### config.mk
export PLATFORM = sky130hd
export DESIGN_NAME = uk101_text_terminal
export DESIGN_NICKNAME = d
export VERILOG_FILES = /design/src/rtl/uk101_text_terminal.sv
export SDC_FILE = /design/constraint.sdc
export NUM_CORES = 1
export LEC_CHECK = 0
export ABC_AREA = 1
export CAP_MARGIN = 25
export CORE_MARGIN = 5
export CORE_UTILIZATION = 60
export DETAILED_ROUTE_END_ITERATION = 10
export GPL_TIMING_DRIVEN = 0
export PLACE_DENSITY = 0.85
export SLEW_MARGIN = 10
export SYNTH_ARGS = -nofsm -noshare
export SYNTH_HDL_FRONTEND = slang
export SYNTH_SLANG_ARGS = --single-unit
export TNS_END_PERCENT = 20
### constraint.sdc
create_clock -name clk_pixel -period 4.29 [get_ports clk_pixel]
set_input_delay 0.858 -clock clk_pixel [delete_from_list [all_inputs] [get_ports clk_pixel]]
set_output_delay 0.858 -clock clk_pixel [all_outputs]
set_load 0.05 [all_outputs]
### src/rtl/uk101_text_terminal.sv
// uk101_text_terminal: byte-stream front end for the 64x32 UK101 text display.
// Accepts characters over a valid/ready handshake and drives the write side of
// the 2K display RAM (addr = {row[4:0], col[5:0]}). It places glyphs, handles
// CR/LF/BS, and scrolls the screen up by one row when a newline occurs on the last row.
// Optional feature: define UK101_TERM_CLEAR_EN so that form feed (0x0C) clears the
// whole screen and homes the cursor.
module uk101_text_terminal #(
    parameter logic [7:0] BLANK_CHAR = 8'h20
) (
    input  logic        clk_pixel,
    input  logic        rst_n,
    input  logic [7:0]  char_data,
    input  logic        char_valid,
    output logic        char_ready,
    output logic [10:0] ram_addr,
    output logic [7:0]  ram_wdata,
    output logic        ram_we,
    input  logic [7:0]  ram_rdata,
    output logic [5:0]  cursor_x,
    output logic [4:0]  cursor_y,
    output logic        busy
);

    typedef enum logic [2:0] {
        IDLE,
        PUT,
        SCR_RD,
        SCR_WR,
        CLR_ROW
`ifdef UK101_TERM_CLEAR_EN
        , CLR_ALL
`endif
    } state_t;

    state_t      state;
    logic [7:0]  wdata_q;
    logic [10:0] src;
    logic        put_adv;

    // The scroll copy forwards the registered RAM read straight into the write
    // cycle; every other write uses the registered data.
    assign ram_wdata = (state == SCR_WR) ? ram_rdata : wdata_q;

    // Main controller: handshake, byte decode, cursor tracking and RAM sequencing.
    always_ff @(posedge clk_pixel or negedge rst_n) begin
        if (!rst_n) begin
            state      <= IDLE;
            char_ready <= 1'b0;
            ram_addr   <= '0;
            wdata_q    <= '0;
            ram_we     <= 1'b0;
            cursor_x   <= '0;
            cursor_y   <= '0;
            busy       <= 1'b0;
            src        <= '0;
            put_adv    <= 1'b0;
        end else begin
            case (state)
                IDLE: begin
                    if (char_valid && char_ready) begin
                        char_ready <= 1'b0;
                        if (char_data >= 8'h20) begin
                            state    <= PUT;
                            ram_addr <= {cursor_y, cursor_x};
                            wdata_q  <= char_data;
                            ram_we   <= 1'b1;
                            put_adv  <= 1'b1;
                        end else begin
                            case (char_data)
                                8'h0D: cursor_x <= '0;
                                8'h0A: begin
                                    if (cursor_y != 5'd31) begin
                                        cursor_y <= cursor_y + 5'd1;
                                    end else begin
                                        state    <= SCR_RD;
                                        src      <= 11'd64;
                                        ram_addr <= 11'd64;
                                        busy     <= 1'b1;
                                    end
                                end
                                8'h08: begin
                                    if (cursor_x != 6'd0) begin
                                        cursor_x <= cursor_x - 6'd1;
                                        state    <= PUT;
                                        ram_addr <= {cursor_y, cursor_x - 6'd1};
                                        wdata_q  <= BLANK_CHAR;
                                        ram_we   <= 1'b1;
                                        put_adv  <= 1'b0;
                                    end
                                end
`ifdef UK101_TERM_CLEAR_EN
                                8'h0C: begin
                                    state    <= CLR_ALL;
                                    ram_addr <= '0;
                                    wdata_q  <= BLANK_CHAR;
                                    ram_we   <= 1'b1;
                                    busy     <= 1'b1;
                                end
`endif
                                default: ;
                            endcase
                        end
                    end else begin
                        char_ready <= 1'b1;
                    end
                end
                PUT: begin
                    ram_we <= 1'b0;
                    if (put_adv && cursor_x == 6'd63) begin
                        cursor_x <= '0;
                        if (cursor_y != 5'd31) begin
                            cursor_y   <= cursor_y + 5'd1;
                            state      <= IDLE;
                            char_ready <= 1'b1;
                        end else begin
                            state    <= SCR_RD;
                            src      <= 11'd64;
                            ram_addr <= 11'd64;
                            busy     <= 1'b1;
                        end
                    end else begin
                        if (put_adv) begin
                            cursor_x <= cursor_x + 6'd1;
                        end
                        state      <= IDLE;
                        char_ready <= 1'b1;
                    end
                end
                SCR_RD: begin
                    state    <= SCR_WR;
                    ram_addr <= src - 11'd64;
                    ram_we   <= 1'b1;
                end
                SCR_WR: begin
                    if (src == 11'd2047) begin
                        state    <= CLR_ROW;
                        ram_addr <= 11'd1984;
                        wdata_q  <= BLANK_CHAR;
                        ram_we   <= 1'b1;
                    end else begin
                        state    <= SCR_RD;
                        src      <= src + 11'd1;
                        ram_addr <= src + 11'd1;
                        ram_we   <= 1'b0;
                    end
                end
                CLR_ROW: begin
                    if (ram_addr == 11'd2047) begin
                        state      <= IDLE;
                        ram_we     <= 1'b0;
                        busy       <= 1'b0;
                        char_ready <= 1'b1;
                    end else begin
                        ram_addr <= ram_addr + 11'd1;
                    end
                end
`ifdef UK101_TERM_CLEAR_EN
                CLR_ALL: begin
                    if (ram_addr == 11'd2047) begin
                        state      <= IDLE;
                        ram_we     <= 1'b0;
                        busy       <= 1'b0;
                        char_ready <= 1'b1;
                        cursor_x   <= '0;
                        cursor_y   <= '0;
                    end else begin
                        ram_addr <= ram_addr + 11'd1;
                    end
                end
`endif
                default: begin
                    state      <= IDLE;
                    ram_we     <= 1'b0;
                    busy       <= 1'b0;
                    char_ready <= 1'b1;
                end
            endcase
        end
    end

endmodule

# After elaboration in Yosys (flattened, before gate mapping)
# Cells that the tools add are included.
# W data, S select, Z words.
op_classes:
  addsub: 6
  magnitude_cmp: 1
  n_eq_ne: 28
  mux: 67
  bitwise: 1
  reduce_logical: 21
op_table:
  columns: ["cell", "n"]
  rows:
  - ["$mux W11", 13]
  - ["$pmux W11 S5", 1]
  - ["$mux W8", 6]
  - ["$pmux W11 S3", 1]
  - ["$mux W6", 5]
  - ["$mux W5", 5]
  - ["$eq A8 B4 Y1 const B", 3]
  - ["$pmux W6 S2", 2]
  - ["$reduce_and A6 Y1", 4]
  - ["$add A11 B1 Y11 const B", 2]
  - ["$eq A11 B11 Y1 const B", 2]
  - ["$pmux W11 S2", 1]
  - ["$mux W3", 7]
  - ["$mux W1", 18]
  - ["$pmux W8 S2", 1]
  - ["$pmux W3 S5", 1]
  - ["$reduce_and A5 Y1", 3]
  - ["$ne A2 B2 Y1 const B", 6]
  - ["$ne A3 B3 Y1 const B", 4]
  - ["$pmux W1 S4", 3]
  - ["$sub A11 B7 Y11 const B", 1]
  - ["$pmux W5 S2", 1]
  - ["$ge A8 B6 Y1 const B", 1]
  - ["$ne A4 B4 Y1 const B", 2]
  - ["24 further kinds", 31]
word_totals:
  regBits: 48
  inputBits: 19
  output_inout_bits: 33
  elab_cells: 134

# Depth between registers and ports, before layout
logic_depth:
  ltp_word: 6
  mapped_depth: 13
  depth_no_buf: 13

# Worst setup path after synthesis
# No wires, ideal clock.
synth_path:
  path_kind: "reg2out"
  startpoint: "reg state[2]"
  endpoint: "out ram_wdata[5]"
  arrival_time_ns: 1.960
  required_ns: 3.432
  slack_ns: 1.472
  path_stages_with_launch: 6
  n_path_buf: 1
  path_cell_list: "dfrtp_1 -> inv_2 -> nand2_1 -> nor2_4 -> clkbuf_1 -> o21ai_0"
synth_between:
  elab_chain_len: 2
synth_lines:
  columns: ["item", "line_no", "source"]
  rows:
  - ["from (decl)", "35", "state_t state;"]
  - ["from (signal assigned)", "47", "state <= IDLE;"]
  - ["from (signal assigned)", "63", "state <= PUT;"]
  - ["from (signal assigned)", "75", "state <= SCR_RD;"]
  - ["$eq A3 B2 Y1", "42", "assign ram_wdata = (state == SCR_WR) ? ram_rdata : wdata_q;"]
  - ["$mux W8", "42", null]
  - ["to (decl)", "16", "output logic [7:0] ram_wdata,"]
# Every way passes these cells.

# Worst setup path in the final report
# Same ends and word-level chain as after synthesis.

==> impl_results.md <==
- Outcome: finished clean
- Die ar.: between 7000 and 8000 µm²
- Nets@finish: 681
- Initial Utilization: 0.623
- PD cells: 755 nW/µm²
- Final setup viols: 0
- N_diodes: 0
- Gr ovfl total: 0
- Syn_area_per_cell: roughly 6.3 µm²
- Crit start category: flop
- Post-CTS Hold Fix Bufs: 0
- Final worst setup slack: a little under 0.8 ns
- Leakage: 2.26 nW
- R2r worst-path depth: 12
- Hold_sp: busy
- Asr flop ratio synth: 1.00
- Area contributors post-synth: dfrtp_1, nand2_1, nand3_1
- DRC viols: 0
- Drt initial violations: between 400 and 500
- Hold Path Depth: 2
- Global-route wire length before repair: between 15 and 20 mm
- Worst Hold Class: flop to flop
- Gate Count Post-Synth: 594
- Layout cells sized above 1: 0.0703
- Internal: 1.51 mW
- Post-synth EDFFs: 0
- Die span in y: 88.8 µm
- Die Wd: 88.8 µm
- Latest clock arrival within the worst-skew pair: roughly 0.31 ns
- Top_reg_cell synth: dfrtp_1
- Final WL: between 10 and 15 mm
- Logic pwr share: 0.649
- Vias: about 4200
- Core Area: 5990 µm²
- Syn Std Cell Area: about 3700 µm²
- Reg-to-reg slack, setup: 1.91 ns
- TritonRoute pass-1 iters: 5
- Post-CTS Setup Bufs: 0
- Syn nets: 622
- FP Rows: 28
- CTS buffer count: 5
- Slew @ Worst Pin: 0.547 ns
- Worst Hold End: busy
- Clock Skew: 0.0103 ns
- Top cells by count, synth: nand2_1, nor2_1, nand3_1, inv_1, dfrtp_1
- Cts repair resizes: 0
- Place WS: about 1.1 ns
- Worst endpoint required time: ~3.4 ns
- Final min period: between 3 and 4 ns
- Clk network pwr share: 0.099
- Vias in the first global route: around 3900
- Crit path DAT: 2.65 ns
- FMAX: roughly 0.29 GHz
- Max-Slew Margin vs Limit: 0.635
- Crit path kind: flop to primary output
- CTS tree: done
- Area grow syn2layout: 19.5%
- Worst IR drop on VDD: about 550 µV
- Total GRT Usage: 0.302
- Tcrit/Tclk final: 0.817
- Critical Path Fanout Max: 10
- Post-synthesis sequential area ratio: 0.322
- CTS Root Buffer Type: clkbuf_8
- Post-route insts no fill: approximately 730
- Final Max Tran Viols: 0
- Routed WL per cell: around 16 µm
- Remaining antenna violation count: 0
- R2R Path End: ram_addr[1]
- Post-synth cell types: 38
- Largest area contributor in the netlist: dfrtp_1
- Max Cap Viol: 0
- Post-DP HPWL: 8.67 mm
- Clock Path Buffers: 2
- Placed Instances: ~700
- Port bufs: between 50 and 60
- TNS Setup: 0 ns
- Reg-to-reg startpoint: cursor_y[1]
- Synth warn: 0
- CTS Sinks: 48
- Share of power burned in registers: 0.252
- CTS clock-pin slew for the worst setup and hold paths: around 0.08 ns
- Unrepaired setup endpoints after global routing: no
- Switching power: 1.86 mW
- Crit end category: primary output
- Number of top-level pins: 52
- Switching part of the total power: 0.551
- Initial antenna violation count: 0
- Final-report hold violation count: 0
- Synth Register Bits: 48
- Most common cell in the netlist: nand2_1
- Gpl congestion: roughly 0.99
- H-tree Lvls: 2
- Largest net degree at the start of global routing: 26
- Vias/cell: approximately 5.8
- Synth top area share: 0.322
[sequential cells by signal, summed over array words and instances, names as in the netlist]
register	cells
cursor_x	6
cursor_y	5
put_adv	1
src	11
ram_we	1
busy	1
state	3
wdata_q	8
char_ready	1
ram_addr	11
[area by class of cell]
class	count	area [µm²]
inverter	61	229
sequential	48	1200
clock buffer	6	72.6
buffer	13	70.1
fill	485	1530
clock inverter	2	35.0
timing repair buffer	52	526
tap	75	93.8
multi-input combinational	472	2230
[power groups by stage]
stage          clock (mW)  combinational, mW  sequential [mW]
2_1_floorplan           0               1.27             1.09
3_3_place_gp            0               2.10            0.838
3_5_place_dp            0               2.15            0.846
4_1_cts             0.336               2.16            0.838
5_1_grt             0.353               2.38            0.870
6_report            0.334               2.18            0.847
[cells in the final DEF, fill, tap and decap left out, types with 2 or more instances in the layout]
master,n
a21oi_1,18
a22oi_1,2
a31oi_1,2
buf_2,6
buf_4,2
clkbuf_1,6
clkbuf_8,5
clkdlybuf4s50_1,50
dfrtp_1,48
ha_1,9
inv_1,51
inv_2,10
nand2_1,194
nand2_2,6
nand3_1,76
nand3_2,2
nand3b_1,2
nand4_1,11
nor2_1,78
nor2_2,4
nor2_4,2
nor3_1,5
o211ai_1,3
o21ai_0,27
o21ai_1,9
o22ai_1,2
or2_2,2
xor2_1,7
[stage by stage]
stage | area, µm² | util | hold WS (ns) | power [mW]
2_1_floorplan | 3730 | - | 0.474 | 2.36
3_3_place_gp | 4330 | 0.723 | 0.473 | 2.94
3_5_place_dp | 4350 | 0.726 | 0.493 | 2.99
4_1_cts | 4460 | 0.744 | 0.517 | 3.33
5_1_grt | 4460 | 0.744 | 0.566 | 3.61
6_report | 4460 | 0.744 | 0.506 | 3.37
[critical path, stage by stage, from the launching register on]
cell             delay, ns
dfrtp_1               0.47
inv_2                 0.08
nand2_1               0.10
nor2_4                0.28
clkbuf_1              0.41
nand2_1               0.09
o21ai_0               0.09
clkdlybuf4s50_1       0.82
[cells by family (layout without fill, tap and decap cells)]
group | after synthesis | after routing | share of synthesized area
xor+xnor | 8 | 8 | 0.0188
buf+inv | 74 | 134 | 0.0802
flops | 48 | 48 | 0.322
fa+ha+maj | 9 | 9 | 0.0302
simple gates | 387 | 387 | 0.449
compound gates | 68 | 68 | 0.0996
[layer usage]
| layer | share of wire | GRT usage | wire, µm | vias up |
|---|---|---|---|---|
| met5 | 0 | 0 | 0 | - |
| met2 | 0.46 | 0.487 | 5230 | 254 |
| met4 | 0.027 | 0.107 | 309 | 0 |
| met1 | 0.42 | 0.416 | 4740 | 1917 |
| met3 | 0.097 | 0.0410 | 1110 | 32 |
| li1 | - | - | - | 2043 |
[how the worst max path moves through the flow]
stage | from | end | slack, ns | cells after the start
after floorplan | state[2] | ram_wdata[5] | 1.47 | 5
after global placement | rst_n | cursor_y[1] | 1.04 | 1
after detailed placement | state[2] | ram_wdata[5] | 1.13 | 7
after CTS | state[2] | ram_wdata[5] | 0.78 | 7
after global routing | state[2] | ram_wdata[5] | 0.59 | 7
final | state[2] | ram_wdata[5] | 0.79 | 7
No activity file was read; power rests on OpenSTA's default activity.
